===== config.mk =====
export PLATFORM = sky130hd
export DESIGN_NAME = skinny_rc_inv_seq
export DESIGN_NICKNAME = d
export VERILOG_FILES = /design/src/rtl/skinny_rc_inv_seq.sv
export SDC_FILE = /design/constraint.sdc
export NUM_CORES = 1
export LEC_CHECK = 0
export CAP_MARGIN = 15
export CORE_MARGIN = 2
export CORE_UTILIZATION = 40
export CTS_CLUSTER_SIZE = 40
export DETAILED_ROUTE_END_ITERATION = 16
export PLACE_DENSITY = 0.59
export SKIP_LAST_GASP = 1
export SYNTH_ARGS = -nofsm -noshare
export SYNTH_HDL_FRONTEND = slang
export SYNTH_SLANG_ARGS = --single-unit

===== constraint.sdc =====
create_clock -name clk -period 5.3 [get_ports clk]
set_clock_uncertainty 0.2 [all_clocks]
set_input_delay 1.06 -clock clk [delete_from_list [all_inputs] [get_ports clk]]
set_output_delay 1.06 -clock clk [all_outputs]
set_load 0.05 [all_outputs]

===== src/rtl/skinny_rc_inv_seq.sv =====
// SKINNY inverse round-constant sequencer.
// The first run warms up by stepping the forward LFSR to rc(ROUNDS) and caches that value.
// Later runs load the cached value and emit at once.
// Constants are emitted from round ROUNDS down to 1 over a valid/ready stream.
module skinny_rc_inv_seq #(
    parameter int ROUNDS = 56
) (
    input  logic       clk,
    input  logic       rst_n,
    input  logic       start,
    input  logic       flush,
    output logic [5:0] rc_out,
    output logic [5:0] rc_round,
    output logic       rc_valid,
    input  logic       rc_ready,
    output logic       rc_last,
    output logic       busy
);
    localparam logic [5:0] LAST_RND = 6'(ROUNDS);
    localparam logic [5:0] WARM_END = 6'(ROUNDS - 1);

    typedef enum logic [1:0] {
        IDLE = 2'd0,
        WARM = 2'd1,
        EMIT = 2'd2
    } state_t;

    state_t     state;
    state_t     state_nxt;
    logic [5:0] lfsr;
    logic [5:0] lfsr_nxt;
    logic [5:0] cnt;
    logic [5:0] cnt_nxt;
    logic [5:0] cache;
    logic [5:0] cache_nxt;
    logic       cache_ok;
    logic       cache_ok_nxt;

    // Forward round-constant LFSR step (encryption direction)
    function automatic logic [5:0] rc_fwd(input logic [5:0] rc);
        return {rc[4:0], rc[5] ^ rc[4] ^ 1'b1};
    endfunction

    // Exact inverse of rc_fwd: recovers the previous round's constant
    function automatic logic [5:0] rc_inv(input logic [5:0] n);
        return {n[0] ^ n[5] ^ 1'b1, n[5:1]};
    endfunction

    // State and datapath registers; reset also clears the cache
    always_ff @(posedge clk) begin
        if (!rst_n) begin
            state    <= IDLE;
            lfsr     <= '0;
            cnt      <= '0;
            cache    <= '0;
            cache_ok <= 1'b0;
        end else begin
            state    <= state_nxt;
            lfsr     <= lfsr_nxt;
            cnt      <= cnt_nxt;
            cache    <= cache_nxt;
            cache_ok <= cache_ok_nxt;
        end
    end

    // Next-state logic; flush wins over everything and keeps the cache
    always_comb begin
        state_nxt    = state;
        lfsr_nxt     = lfsr;
        cnt_nxt      = cnt;
        cache_nxt    = cache;
        cache_ok_nxt = cache_ok;
        if (flush) begin
            state_nxt = IDLE;
            lfsr_nxt  = '0;
            cnt_nxt   = '0;
        end else begin
            case (state)
                IDLE: begin
                    if (start) begin
                        if (cache_ok) begin
                            lfsr_nxt  = cache;
                            cnt_nxt   = LAST_RND;
                            state_nxt = EMIT;
                        end else begin
                            lfsr_nxt  = '0;
                            cnt_nxt   = '0;
                            state_nxt = WARM;
                        end
                    end
                end
                WARM: begin
                    lfsr_nxt = rc_fwd(lfsr);
                    cnt_nxt  = cnt + 6'd1;
                    if (cnt == WARM_END) begin
                        cache_nxt    = rc_fwd(lfsr);
                        cache_ok_nxt = 1'b1;
                        cnt_nxt      = LAST_RND;
                        state_nxt    = EMIT;
                    end
                end
                EMIT: begin
                    if (rc_ready) begin
                        if (cnt > 6'd1) begin
                            lfsr_nxt = rc_inv(lfsr);
                            cnt_nxt  = cnt - 6'd1;
                        end else begin
                            state_nxt = IDLE;
                        end
                    end
                end
                default: state_nxt = IDLE;
            endcase
        end
    end

    // Outputs depend on registered state only, never on rc_ready; they read zero outside EMIT
    always_comb begin
        rc_valid = (state == EMIT);
        rc_out   = rc_valid ? lfsr : 6'd0;
        rc_round = rc_valid ? cnt : 6'd0;
        rc_last  = rc_valid && (cnt == 6'd1);
        busy     = (state != IDLE);
    end

endmodule


**Yosys cells after proc, flatten, opt, wreduce, memory -nomap -nowiden**

Index checks and enable logic that the tools add are counted.
Widths: inputs -> output; s select.

- $add $sub $neg: 2
- Order comparisons: 1
- Eq/ne operators: 9
- Mux-type cells: 19
- Bitwise logic cells: 6
- Reduce and logical (&&, ||, !) cells: 8

Operator list:

| cell | number |
|---|---|
| $mux 6 | 11 |
| $pmux 6 s3 | 2 |
| $mux 2 | 5 |
| $reduce_and 4->1 | 2 |
| $add 6x1->6 const B | 1 |
| $eq 6x1->1 const B | 1 |
| $eq 6x6->1 const B | 1 |
| $gt 6x1->1 const B | 1 |
| $ne 2x2->1 const B | 3 |
| $pmux 2 s3 | 1 |
| $sub 6x1->6 const B | 1 |
| $ne 2x1->1 const B | 2 |
| $not 1->1 | 4 |
| $reduce_and 3->1 | 1 |
| $reduce_bool 3->1 | 1 |
| $eq 2x1->1 const B | 1 |
| $eq 2x2->1 const B | 1 |
| $logic_not 2->1 | 1 |
| $reduce_bool 2->1 | 1 |
| $reduce_or 2->1 | 1 |
| $xor 1x1->1 | 2 |
| $logic_and 1x1->1 | 1 |

- Register bits: 21
- Output and inout port bits: 15
- Word-level logic and storage cells: 50

**Logic depth before layout (Yosys ltp)**

Gate-level depths: netlist of the first run.

- Depth in word-level cells: 5
- Depth in mapped cells: 8
- Mapped depth without buffers: 7

**Least setup slack after synthesis of the first run**

Ideal clock, no wire load.

- Path type: reg2out
- Start: register state[0]
- End: output rc_round[0]
- Arrival time: 2.042 ns
- Required time: 4.040 ns
- Path slack: 1.998 ns
- Cell stages (with the launch flop): 5
- Buffers on the path: 0
- Cell sequence: dfxtp_1 inv_1 ha_1 clkinv_1 nor2_1

- Word-level cells in the longest chain between the ends: 2

Ends and longest elaborated chain:

| element | RTL line | RTL |
|---|---|---|
| start, declared | 28 | `state_t state;` |
| start signal, assigned | 58 | `state <= state_nxt;` |
| $eq 2x2->1 | 119 | `rc_valid = (state == EMIT);` |
| via rc_valid | 14 | `output logic rc_valid,` |
| $mux 6 | 121 | `rc_round = rc_valid ? cnt : 6'd0;` |
| end, declared | 13 | `output logic [5:0] rc_round,` |

The timed path passes the listed nets, and every way through them passes these cells.

**Worst setup path after layout of the first run**

- Start: register state[0]
- End: output rc_round[0]

- Word-level cells in the longest chain between the ends: 2

Ends and longest elaborated chain:

| element | RTL line |
|---|---|
| $eq 2x2->1 | 119 |
| $mux 6 | 121 |

Every way passes these cells.

==> results of run 1 <==
-- final cells by class --
type / count / share of cell area [%]
multi-input cells: 132 / 55.1
flip-flops and latches: 21 / 26.1
repair buffers: 19 / 11.8
well taps: 46 / 3.57
inverters: 8 / 1.86
clock buffers: 4 / 1.63
-- report_power, final --
group | leakage, nW | total [W] | internal [W] | switching [W]
registers | 0.170 | 0.000169 | 0.000162 | 0.00000651
clock network | 0.0150 | 0.0000781 | 0.0000294 | 0.0000487
logic | 0.377 | 0.0000748 | 0.0000280 | 0.0000469
total | 0.562 | 0.000322 | 0.000220 | 0.000102
-- flip-flops by register name, summed over array words and instances (netlist names) --
name and cells:
cache 6, cnt 6, lfsr 6, state 2, cache_ok 1
-- placed cells by master (no fill, tap or decap), drive strengths merged, types with 3 or more instances in the layout --
cell / count
a211oi: 6
o21ai: 5
nand2: 11
or3: 3
dfxtp: 21
nor2b: 7
inv: 7
clkbuf: 4
nand4: 4
xnor2: 3
or2: 3
nor2: 17
mux2i: 9
ha: 7
clkdlybuf4s50: 19
nand3: 3
a21oi: 16
nor3: 5
and2: 10
-- critical path, stage by stage, from the launching register on --
cell and delay, ns:
dfxtp_1 0.36, inv_1 0.09, ha_1 0.56, clkinv_1 0.44, nor2_1 0.18, clkdlybuf4s50_1 0.81
-- per-layer routing --
metal / GRT usage (%) / vias up / share of wire, %
met4: 6.67 / 0 / 1.6
met3: 2.70 / 5 / 3.6
met2: 34.5 / 29 / 49
met5: 0 / - / 0
li1: - / 631 / -
met1: 22.9 / 596 / 46
-- worst max path at each step --
stage	start	to	slack, ns	cells past startpoint
floorplan	state[0]	rc_round[0]	2.00	4
global placement	state[0]	rc_round[1]	1.75	5
detailed placement	state[0]	rc_round[0]	1.65	5
CTS	state[0]	rc_round[0]	1.30	5
global route	state[0]	rc_round[0]	1.06	5
finish	state[0]	rc_round[0]	1.27	5
-- stage by stage --
stage	total power, W	util [%]	cell area, um^2	hold slack, ns	setup WS (ns)
after detailed placement	0.000247	47.5	1590	0.316	1.65
after global routing	0.000345	48.3	1610	0.360	1.06
after CTS	0.000324	48.3	1610	0.340	1.30
final	0.000322	48.3	1610	0.334	1.27
after floorplan	0.000227	-	1380	0.283	2.00
after global placement	0.000245	47.5	1590	0.303	1.75
-- kinds of logic after synthesis --
logic type,Yosys count,share of synthesized area (%)
adders and majority gates,7,6.34
and+or+nand+nor,73,30.6
muxes,9,6.52
DFF,21,30.4
xor gates and xnor gates,4,2.54
buffers and inverters,17,5.25
AOI/OAI and AO/OA,39,18.3
==> results.toml, run 1 <==
[setup_path]
reg2reg_setup_slack_ns = 2.25
worst_setup_path_start_kind = "register"
cp.required_ns = 4.04
arrival_ns = 2.77
cp_max_fo = 20
r2r-end = "cnt[5]"
cp-end-kind = "output pin"
rr_worst_depth = 7
crit-reg2reg-launch = "state[0]"
critPathKind = "register to output pin"

[logic_synthesis]
yosysMostFrequentCell = "dfxtp_1"
synth_area_um2 = 1380
yosysSeqAreaShare_pct = 30.4
synth-main-ff-cell = "dfxtp_1"
synth.top_cell.area_share_pct = 30.4
synth_area_leader_cell = "dfxtp_1"
syn_inst = 170
synth_cell_types = 46
syn_area_per_cell_um2 = 8.13
ys_ff_latch = 21
async_reset_ff_share_pct = 0
synthTopCellsByArea = "dfxtp_1, mux2i_1, ha_1"
synth_warnings = 0
synth_common_cells = "dfxtp_1, a21oi_1, nor2_1"
syn_nets = 182
synth_edf_count = 0

[timing]
worst_pin_slew_ns = 1.08
setup_violations = 0
maxSlewViolCount = 0
max_freq_ghz = 0.248
relSlewSlack_pct = 27.6
finalSetupTns_ns = 0
period_needed_ns = 4.03
min_period_over_period_pct = 76.0
rsz0062_at_grt = "false"
hold_viol = 0

[clocking]
cts_tree = "yes"
cts-root-buf = "clkbuf_4"
numCtsBuffers = 3
cts-htree-levels = 1
cts_setup_buffers = 0
cts_hold_buf = 0
cts_resized = 0
cts_buffer_depth = 2
insertion_delay_ns = 0.31
path_clk_slew_ns = 0.12
clock_sinks = 21

[floorplanning]
rows = 21
initial_core_util_pct = 41.4
fp.dieArea_um2 = 3940
io_pins = 20
core_area_um2 = 3340
die_w_um = 62.8
die-height_um = 62.8

[global_routing]
grt_pass1_wl_um = 6040
antenna_found_initial = 0
grt_max_degree = 21
grt_usage_pct = 19.1
overflow = 0
grt_pass1_vias = 1277

[detailed_routing]
drt_iter0_drc = 106
dr.pass1.iters = 4
vias = 1261
viasPerCell = 5.48
ant_nets = 0
routed_wl_um = 3430
drc = 0
wl_per_cell_um = 14.9

[power_and_ir_drop]
vdd_drop_max_v = 0.000157
power_density_nw_per_um2 = 200
leakage_nw = 0.562

[placement]
gp_congestion = 0.852
hpwl_um = 2390
dpl.cell_count = 226
port_buffers = 19

[cells_and_area]
instances_no_fill = 230
register_area_um2 = 420
fill_cells = 361
final_net_count = 197
multi_input_area_um2 = 888
diodes = 0
syn2layout_area_growth_pct = 16.8
final_layout_size_suffix_gt1_share_pct = 7.61

[min_path]
hold_path.class = "register to register"
hold-path-cell-count = 2
holdPathEnd = "cache[2]"
min-delay-start = "cache[2]"

[flow_run]
maxCapViolations = 0

[status]
status = "completed"
Note: power is estimated with default switching activity, not from simulation.
==> run 2: changes to the inputs <==
- clock period: 5.3 -> 4.22 ns (I/O delays scaled with it)
==> run 2 against run 1 <==
Critical path depth unchanged. Register-to-register slack worse by 0.87 ns. Cell area grew 0.47%. Sequential cell count is the same. Total power up 26%. Sequential share of layout area shrank 0.12 points. Die area did not move. Core utilization grew 0.22 points. Setup slack got worse by 0.83 ns. Clock power rose by 24%. Combinational power is 28% higher. Critical endpoint is now rc_round[1].
==> results.toml, run 2 (synthesis gave the netlist of run 1 again) <==
[status]
status = "completed"

[cells_and_area]
instances_no_fill = 231
layout_common_cells = "dfxtp_1, clkdlybuf4s50_1, nor2_1, a21oi_1, nand2_1"
final_util_pct = 48.6
fill_cells = 353
largest_registers = "cache (6), cnt (6), lfsr (6)"
final_layout_size_suffix_gt1_share_pct = 8.11
register_area_um2 = 420
syn2layout_area_growth_pct = 17.3
final_common_cell = "dfxtp_1"
final_net_count = 198
diodes = 0
multi_input_area_um2 = 888

[timing]
setup_violations = 0
max_freq_ghz = 0.265
relSlewSlack_pct = 49.7
hold_viol = 0
min_period_over_period_pct = 89.5
rsz0062_at_grt = "false"
period_needed_ns = 3.78
worst_pin_slew_ns = 0.750
maxSlewViolCount = 0
finalSetupTns_ns = 0

[setup_path]
critPathKind = "register to output pin"
cp.required_ns = 3.18
rr_worst_depth = 7
worst_setup_path_start_kind = "register"
r2r-end = "cnt[5]"
crit_start = "state[0]"
crit-reg2reg-launch = "state[0]"
reg2reg_setup_slack_ns = 1.38
cp-endpoint = "rc_round[1]"
cp_max_fo = 20
arrival_ns = 2.73
cp-end-kind = "output pin"

[floorplanning]
initial_core_util_pct = 41.4
io_pins = 20
die_w_um = 62.8
die-height_um = 62.8
fp.dieArea_um2 = 3940
core_area_um2 = 3340
rows = 21

[clocking]
cts_setup_buffers = 0
cts_hold_buf = 0
numCtsBuffers = 3
cts_tree = "yes"
cts-htree-levels = 1
cts_resized = 0
insertion_delay_ns = 0.30
cts-root-buf = "clkbuf_4"
cts_buffer_depth = 2
clock_sinks = 21
path_clk_slew_ns = 0.11

[global_routing]
overflow = 0
grt_pass1_wl_um = 5730
grt_max_degree = 21
grt_pass1_vias = 1200
antenna_found_initial = 0
grt_usage_pct = 18.1

[min_path]
hold_path.class = "register to register"

[detailed_routing]
viasPerCell = 5.37
drt_iter0_drc = 68
ant_nets = 0
wl_per_cell_um = 14.5
vias = 1241
drc = 0
routed_wl_um = 3350
dr.pass1.iters = 4

[power_and_ir_drop]
p_total_w = 0.000404
vdd_drop_max_v = 0.000202
leakage_nw = 0.567
power_density_nw_per_um2 = 249

[placement]
port_buffers = 19
dpl.cell_count = 227
gp_congestion = 0.850
hpwl_um = 2410

[flow_run]
maxCapViolations = 0
[run 2: worst max-delay path, cell delays in order, from the launching register on]
cell,delay (ns)
dfxtp_1,0.36
inv_1,0.09
ha_1,0.57
clkinv_1,0.42
nor2_1,0.16
clkdlybuf4s50_1,0.81
[run 2: final cells by class]
class | count | share of cell area (%)
inverter | 8 | 1.85
sequential | 21 | 25.9
multi-input combinational | 132 | 54.8
clock buffer | 4 | 1.62
timing repair buffer | 20 | 12.2
tap | 46 | 3.55
[run 2: power by group]
| group | internal (W) | switching, W |
|---|---|---|
| combinational | 0.0000366 | 0.0000589 |
| clock | 0.0000368 | 0.0000598 |
| sequential | 0.000204 | 0.00000807 |
[run 2: worst min-delay path by stage]
stage,startpoint,end,slack [ns],cells past startpoint
2_1_floorplan,cache[5],cache[5],0.28,2
3_3_place_gp,cache[3],cache[3],0.31,2
3_5_place_dp,cache[0],cache[0],0.31,2
4_1_cts,cache[0],cache[0],0.34,2
5_1_grt,cache[2],cache[2],0.36,2
6_report,cache[0],cache[0],0.33,2
[run 2: layer usage]
| metal | part of all wire, % | GRT usage, % | vias up |
|---|---|---|---|
| li1 | - | - | 633 |
| met1 | 46 | 22.4 | 572 |
| met2 | 49 | 32.1 | 32 |
| met3 | 3.4 | 2.88 | 4 |
| met4 | 1.1 | 5.83 | 0 |
| met5 | 0 | 0 | - |
[run 2: metrics by stage]
stage          setup slack [ns]  hold WS [ns]  area (um^2)
2_1_floorplan              1.13         0.283         1380
5_1_grt                   0.265         0.360         1620
6_report                  0.443         0.333         1620
3_3_place_gp              0.876         0.305         1590
4_1_cts                   0.444         0.338         1620
3_5_place_dp              0.785         0.308         1590
==> run 3: changes to the inputs <==
- CTS_CLUSTER_SIZE: 40 -> unset
==> results of run 3 <==
No change in the layout: final DEF, timing and power equal those of run 2.
